--- config.mk ---
export PLATFORM = sky130hd
export DESIGN_NAME = edge_trigger_array
export DESIGN_NICKNAME = d
export VERILOG_FILES = /design/src/rtl/trigger_pkg.sv /design/src/rtl/edge_trigger_chan.sv /design/src/rtl/edge_trigger_array.sv
export SDC_FILE = /design/constraint.sdc
export NUM_CORES = 1
export LEC_CHECK = 0
export ABC_AREA = 1
export CORE_ASPECT_RATIO = 1.75
export CORE_MARGIN = 5
export CORE_UTILIZATION = 45
export CTS_CLUSTER_SIZE = 28
export DETAILED_ROUTE_END_ITERATION = 10
export PLACE_DENSITY = 0.78
export SLEW_MARGIN = 40
export SYNTH_ARGS = -nofsm -noshare
export SYNTH_HDL_FRONTEND = slang
export SYNTH_SLANG_ARGS = --single-unit
--- constraint.sdc ---
create_clock -name clk -period 1.5 [get_ports clk]
set_input_delay 0.375 -clock clk [delete_from_list [all_inputs] [get_ports clk]]
set_output_delay 0.375 -clock clk [all_outputs]
set_load 0.01 [all_outputs]
--- src/rtl/trigger_pkg.sv ---
// Shared definitions for the edge trigger array.
//   edge_mode_e : per-channel edge select (OFF / RISE / FALL / BOTH)
//   edge_match  : does a level transition to new_level qualify under mode m
package trigger_pkg;

  typedef enum logic [1:0] {
    EDGE_OFF  = 2'b00,
    EDGE_RISE = 2'b01,
    EDGE_FALL = 2'b10,
    EDGE_BOTH = 2'b11
  } edge_mode_e;

  function automatic logic edge_match(edge_mode_e m, logic new_level);
    logic rise_en;
    logic fall_en;
    rise_en = (m == EDGE_RISE) || (m == EDGE_BOTH);
    fall_en = (m == EDGE_FALL) || (m == EDGE_BOTH);
    return new_level ? rise_en : fall_en;
  endfunction

endpackage

--- src/rtl/edge_trigger_chan.sv ---
// One input channel: synchroniser, debouncer, edge qualifier, sticky flags.
//   clk, rst   : clock, asynchronous active-high reset
//   signal_in  : raw asynchronous input
//   mode       : edge select (see trigger_pkg::edge_mode_e), sampled every cycle
//   clear      : 1-cycle strobe clearing event_flag / overrun
//   level_out  : debounced level
//   pulse_out  : 1-clk pulse on a qualifying debounced edge
//   event_flag : sticky "edge seen"
//   overrun    : sticky "edge seen while event_flag still set"
module edge_trigger_chan
  import trigger_pkg::*;
#(
  parameter int unsigned SYNC_STAGES     = 2,
  parameter int unsigned DEBOUNCE_CYCLES = 4
) (
  input  logic       clk,
  input  logic       rst,
  input  logic       signal_in,
  input  logic [1:0] mode,
  input  logic       clear,
  output logic       level_out,
  output logic       pulse_out,
  output logic       event_flag,
  output logic       overrun
);

  localparam int unsigned CNT_W = $clog2(DEBOUNCE_CYCLES + 1);

  logic [SYNC_STAGES-1:0] sync_q;
  logic [CNT_W-1:0]       cnt;
  logic                   s;
  logic                   accept;
  logic                   pulse_set;
  edge_mode_e             mode_e;

  assign s      = sync_q[SYNC_STAGES-1];
  assign mode_e = edge_mode_e'(mode);

  // accept fires on the DEBOUNCE_CYCLES-th consecutive sample differing
  // from the current level; pulse_set is the next value of pulse_out.
  always_comb begin
    accept    = 1'b0;
    pulse_set = 1'b0;
    if ((s != level_out) && (cnt == CNT_W'(DEBOUNCE_CYCLES - 1))) begin
      accept    = 1'b1;
      pulse_set = edge_match(mode_e, s);
    end
  end

  always_ff @(posedge clk or posedge rst) begin
    if (rst) begin
      sync_q     <= '0;
      cnt        <= '0;
      level_out  <= 1'b0;
      pulse_out  <= 1'b0;
      event_flag <= 1'b0;
      overrun    <= 1'b0;
    end else begin
      sync_q <= {sync_q[SYNC_STAGES-2:0], signal_in};

      if (s == level_out) begin
        cnt <= '0;
      end else if (accept) begin
        level_out <= s;
        cnt       <= '0;
      end else begin
        cnt <= cnt + 1'b1;
      end

      pulse_out <= pulse_set;
      // A set coinciding with clear wins for event_flag; overrun only
      // records an edge landing on a flag that was not being cleared.
      event_flag <= pulse_set | (event_flag & ~clear);
      overrun    <= (pulse_set & event_flag & ~clear) | (overrun & ~clear);
    end
  end

endmodule

--- src/rtl/edge_trigger_array.sv ---
// Multi-channel input conditioner and edge trigger.
//   clk, rst   : clock, asynchronous active-high reset
//   signal_in  : raw asynchronous inputs, one per channel
//   mode       : per-channel edge select, channel i = mode[2i+1:2i]
//   clear      : per-channel clear strobe for event_flag / overrun
//   level_out  : debounced levels
//   pulse_out  : 1-clk edge pulses
//   event_flag : sticky edge-seen flags
//   overrun    : sticky overrun flags
//   any_pulse  : OR of pulse_out
module edge_trigger_array
  import trigger_pkg::*;
#(
  parameter int unsigned CHANNELS        = 4,
  parameter int unsigned SYNC_STAGES     = 2,
  parameter int unsigned DEBOUNCE_CYCLES = 4
) (
  input  logic                  clk,
  input  logic                  rst,
  input  logic [CHANNELS-1:0]   signal_in,
  input  logic [2*CHANNELS-1:0] mode,
  input  logic [CHANNELS-1:0]   clear,
  output logic [CHANNELS-1:0]   level_out,
  output logic [CHANNELS-1:0]   pulse_out,
  output logic [CHANNELS-1:0]   event_flag,
  output logic [CHANNELS-1:0]   overrun,
  output logic                  any_pulse
);

  for (genvar i = 0; i < CHANNELS; i++) begin : g_chan
    edge_trigger_chan #(
      .SYNC_STAGES     (SYNC_STAGES),
      .DEBOUNCE_CYCLES (DEBOUNCE_CYCLES)
    ) u_chan (
      .clk        (clk),
      .rst        (rst),
      .signal_in  (signal_in[i]),
      .mode       (mode[2*i +: 2]),
      .clear      (clear[i]),
      .level_out  (level_out[i]),
      .pulse_out  (pulse_out[i]),
      .event_flag (event_flag[i]),
      .overrun    (overrun[i])
    );
  end

  assign any_pulse = |pulse_out;

endmodule

==> results.py <==
metrics = {
    "status": {
        "status": "completed",
    },
    "pwr": {
        "intPower_mw": 1.81,
        "pwr-share-seq_pct": 47.4,
        "cellPowerDensity_nw_per_um2": 1340,
        "p_sw_share_pct": 32.1,
        "p_leak_nw": 1.11,
        "comb_power_share_pct": 29.5,
        "clkPwrFrac_pct": 23.0,
        "ir_worst_vdd_mv": 0.837,
        "p_sw_mw": 0.856,
    },
    "floorplanning": {
        "die_h_um": 89.8,
        "pin_count": 35,
        "rows": 29,
        "coreArea_um2": 3560,
        "die_x_um": 55.6,
        "dieArea_um2": 4990,
        "start_util_pct": 46.0,
    },
    "finish": {
        "layout_commonest_cell": "dfrtp_1",
        "syn2layout_area_growth_pct": 21.9,
        "fillCellCount": 357,
        "final_cells": 245,
        "nets": 221,
        "drive_above_1_share_pct": 19.6,
        "most-common-layout-cells": "dfrtp_1, nand2_1, inv_1",
        "antenna_cells": 0,
    },
    "yosys": {
        "synth_mux_area_share_pct": 0,
        "synth_simple_gate_area_share_pct": 23.6,
        "yosys.cell_types.count": 15,
        "ys_ff_latch": 36,
        "synth_top_family_by_area": "simple AND/OR/NAND/NOR gates",
        "synth_warnings": 0,
        "synth_xor_area_share_pct": 0,
        "syn_inst": 172,
        "synth-seq-area-share_pct": 55.0,
        "synthAdderAreaFrac_pct": 3.06,
        "avgSynthCellArea_um2": 9.51,
        "netlist_area_um2": 1640,
        "syn_nets": 194,
        "synth_compound_area_share_pct": 3.36,
    },
    "clock_tree": {
        "clock_latency_ps": 280,
        "postCtsHoldBufs": 0,
        "cts_max_level": 2,
        "clockBufferDepth": 2,
        "cts_buffers": 5,
        "cts_tree": "done",
        "clock_sinks": 36,
        "cts-root-buf": "clkbuf_8",
        "cts.clk_slew.worst_paths_ps": 60,
    },
    "worst_hold_path": {
        "whs_path_depth": 0,
        "min_to": "g_chan[3].u_chan.sync_q[1]",
        "hp-class": "flip-flop to flip-flop",
        "hold_start": "g_chan[3].u_chan.sync_q[0]",
    },
    "critical_path": {
        "cp_max_fo": 5,
        "cp-end-kind": "output port",
        "rrSetupSlack_ps": 450,
        "worstSetupPathType": "flip-flop to output port",
        "critical-path-top-delay-family": "flip-flops",
        "start_kind": "flip-flop",
        "cp_num_buf_inv": 1,
        "reg2reg_to": "g_chan[2].u_chan.cnt[0]",
        "crit_path_cell_trace": "dlygate4sd2_1",
        "arrival_ps": 990,
        "cp.required_ps": 1120,
        "worstReg2RegStart": "g_chan[2].u_chan.cnt[0]",
        "max_stage_delay_ps": 420,
        "cp_slowest_cell": "dfrtp_1",
        "reg2reg_depth": 4,
    },
    "global_routing": {
        "grt_max_degree": 37,
        "grt_usage_pct": 11.0,
        "grt_pass1_vias": 1032,
        "grt-ovfl-total": 0,
        "antenna_found_initial": 0,
        "grt_pass1_wl_um": 4300,
    },
    "route": {
        "num_vias": 1070,
        "drtIter0Drc": 19,
        "dr.pass1.iters": 2,
        "wl_per_cell_um": 10.1,
        "drc": 0,
        "wl_um": 2470,
        "via_per_inst": 4.37,
        "postRouteAntennaNets": 0,
    },
    "place": {
        "dp_cells": 237,
        "portBuffers": 34,
        "dp_hpwl_um": 1920,
        "gp_congestion": 0.714,
    },
    "flow_run": {
        "drv_cap": 0,
    },
    "timing": {
        "finalHoldViolations": 0,
        "finalCritPeriodShare_pct": 91.3,
        "worst_slew_pin_slew_ps": 191,
        "tns_ps": 0,
        "min_period_ps": 1370,
        "relSlewSlack_pct": 87.3,
        "finalSetupViolCount": 0,
        "skew_ps": 5.32,
        "rsz0062_at_grt": "no",
        "max_freq_ghz": 0.730,
        "slew_viol_final": 0,
    },
}
==> how the worst max path moves through the flow <==
stage	from	end	slack, ps	cells after the start
2_1_floorplan	rst	g_chan[0].u_chan.cnt[0]	320	1
3_3_place_gp	g_chan[1].u_chan.pulse_out	any_pulse	160	3
3_5_place_dp	g_chan[1].u_chan.pulse_out	any_pulse	110	3
4_1_cts	g_chan[1].u_chan.pulse_out	any_pulse	1	3
5_1_grt	g_chan[1].u_chan.level_out	level_out[1]	80	1
6_report	g_chan[1].u_chan.level_out	level_out[1]	130	1
==> metrics by stage <==
stage	worst slack [ps]	total power, mW	utilization [%]	hold slack (ps)	area (um^2)
after floorplan	321	1.90	-	331	1640
after global placement	156	2.10	54.4	334	1930
after detailed placement	106	2.14	54.4	337	1930
after CTS	1.23	2.72	56.2	352	2000
after global routing	80.0	2.89	56.1	365	1990
final	130	2.67	56.1	348	1990
==> power by group through the flow <==
| stage | combinational (mW) | clock (mW) | sequential (mW) |
|---|---|---|---|
| after floorplan | 0.633 | 0 | 1.27 |
| after global placement | 0.810 | 0 | 1.29 |
| after detailed placement | 0.841 | 0 | 1.30 |
| after CTS | 0.812 | 0.638 | 1.27 |
| after global routing | 0.910 | 0.684 | 1.29 |
| final | 0.788 | 0.614 | 1.27 |
==> cells in the mapped netlist, drive strengths merged <==
| library cell | n | area [um^2] |
|---|---|---|
| buf | 16 | 120 |
| dfrtp | 36 | 901 |
| ha | 4 | 50.1 |
| inv | 33 | 124 |
| nand2 | 43 | 181 |
| nand3 | 6 | 40.0 |
| nor2 | 20 | 105 |
| nor3 | 6 | 60.1 |
| o21ai | 8 | 55.1 |
==> flip-flops by register name, summed over array words and instances (netlist names) <==
| signal | count |
|---|---|
| g_chan.u_chan.cnt | 12 |
| g_chan.u_chan.event_flag | 4 |
| g_chan.u_chan.level_out | 4 |
| g_chan.u_chan.overrun | 4 |
| g_chan.u_chan.pulse_out | 4 |
| g_chan.u_chan.sync_q | 8 |
==> cell families (layout without fill, tap and decap cells) <==
logic type / count (synthesis) / after routing
and+or+nand+nor: 75 / 75
buffers and inverters: 49 / 76
DFF: 36 / 36
AOI/OAI and AO/OA: 8 / 8
adders and majority gates: 4 / 4
==> final cells by class <==
| class | count | area [um^2] | share of cell area, % |
|---|---|---|---|
| Clock buffer | 6 | 72.6 | 3.64 |
| Clock inverter | 1 | 5.00 | 0.251 |
| Inverter | 33 | 124 | 6.21 |
| Timing Repair Buffer | 36 | 343 | 17.2 |
| Sequential cell | 36 | 901 | 45.2 |
| Multi-Input combinational cell | 87 | 492 | 24.7 |
| Tap cell | 46 | 57.6 | 2.89 |
==> timing repair <==
item	CTS	global route
setup endpoints to repair	17	1
gates resized for setup	17	2
setup buffers	1	0
pin swaps	0	0
gates cloned	0	0
==> routing by layer <==
| layer | share of wire, % | vias up | track usage (%) |
|---|---|---|---|
| met5 | 0 | - | 0 |
| met4 | 2.7 | 0 | 6.09 |
| met3 | 6.3 | 6 | 4.73 |
| met2 | 51 | 26 | 18.4 |
| met1 | 40 | 490 | 11.4 |
| li1 | - | 548 | - |
Power figures use the tool's default switching activity.
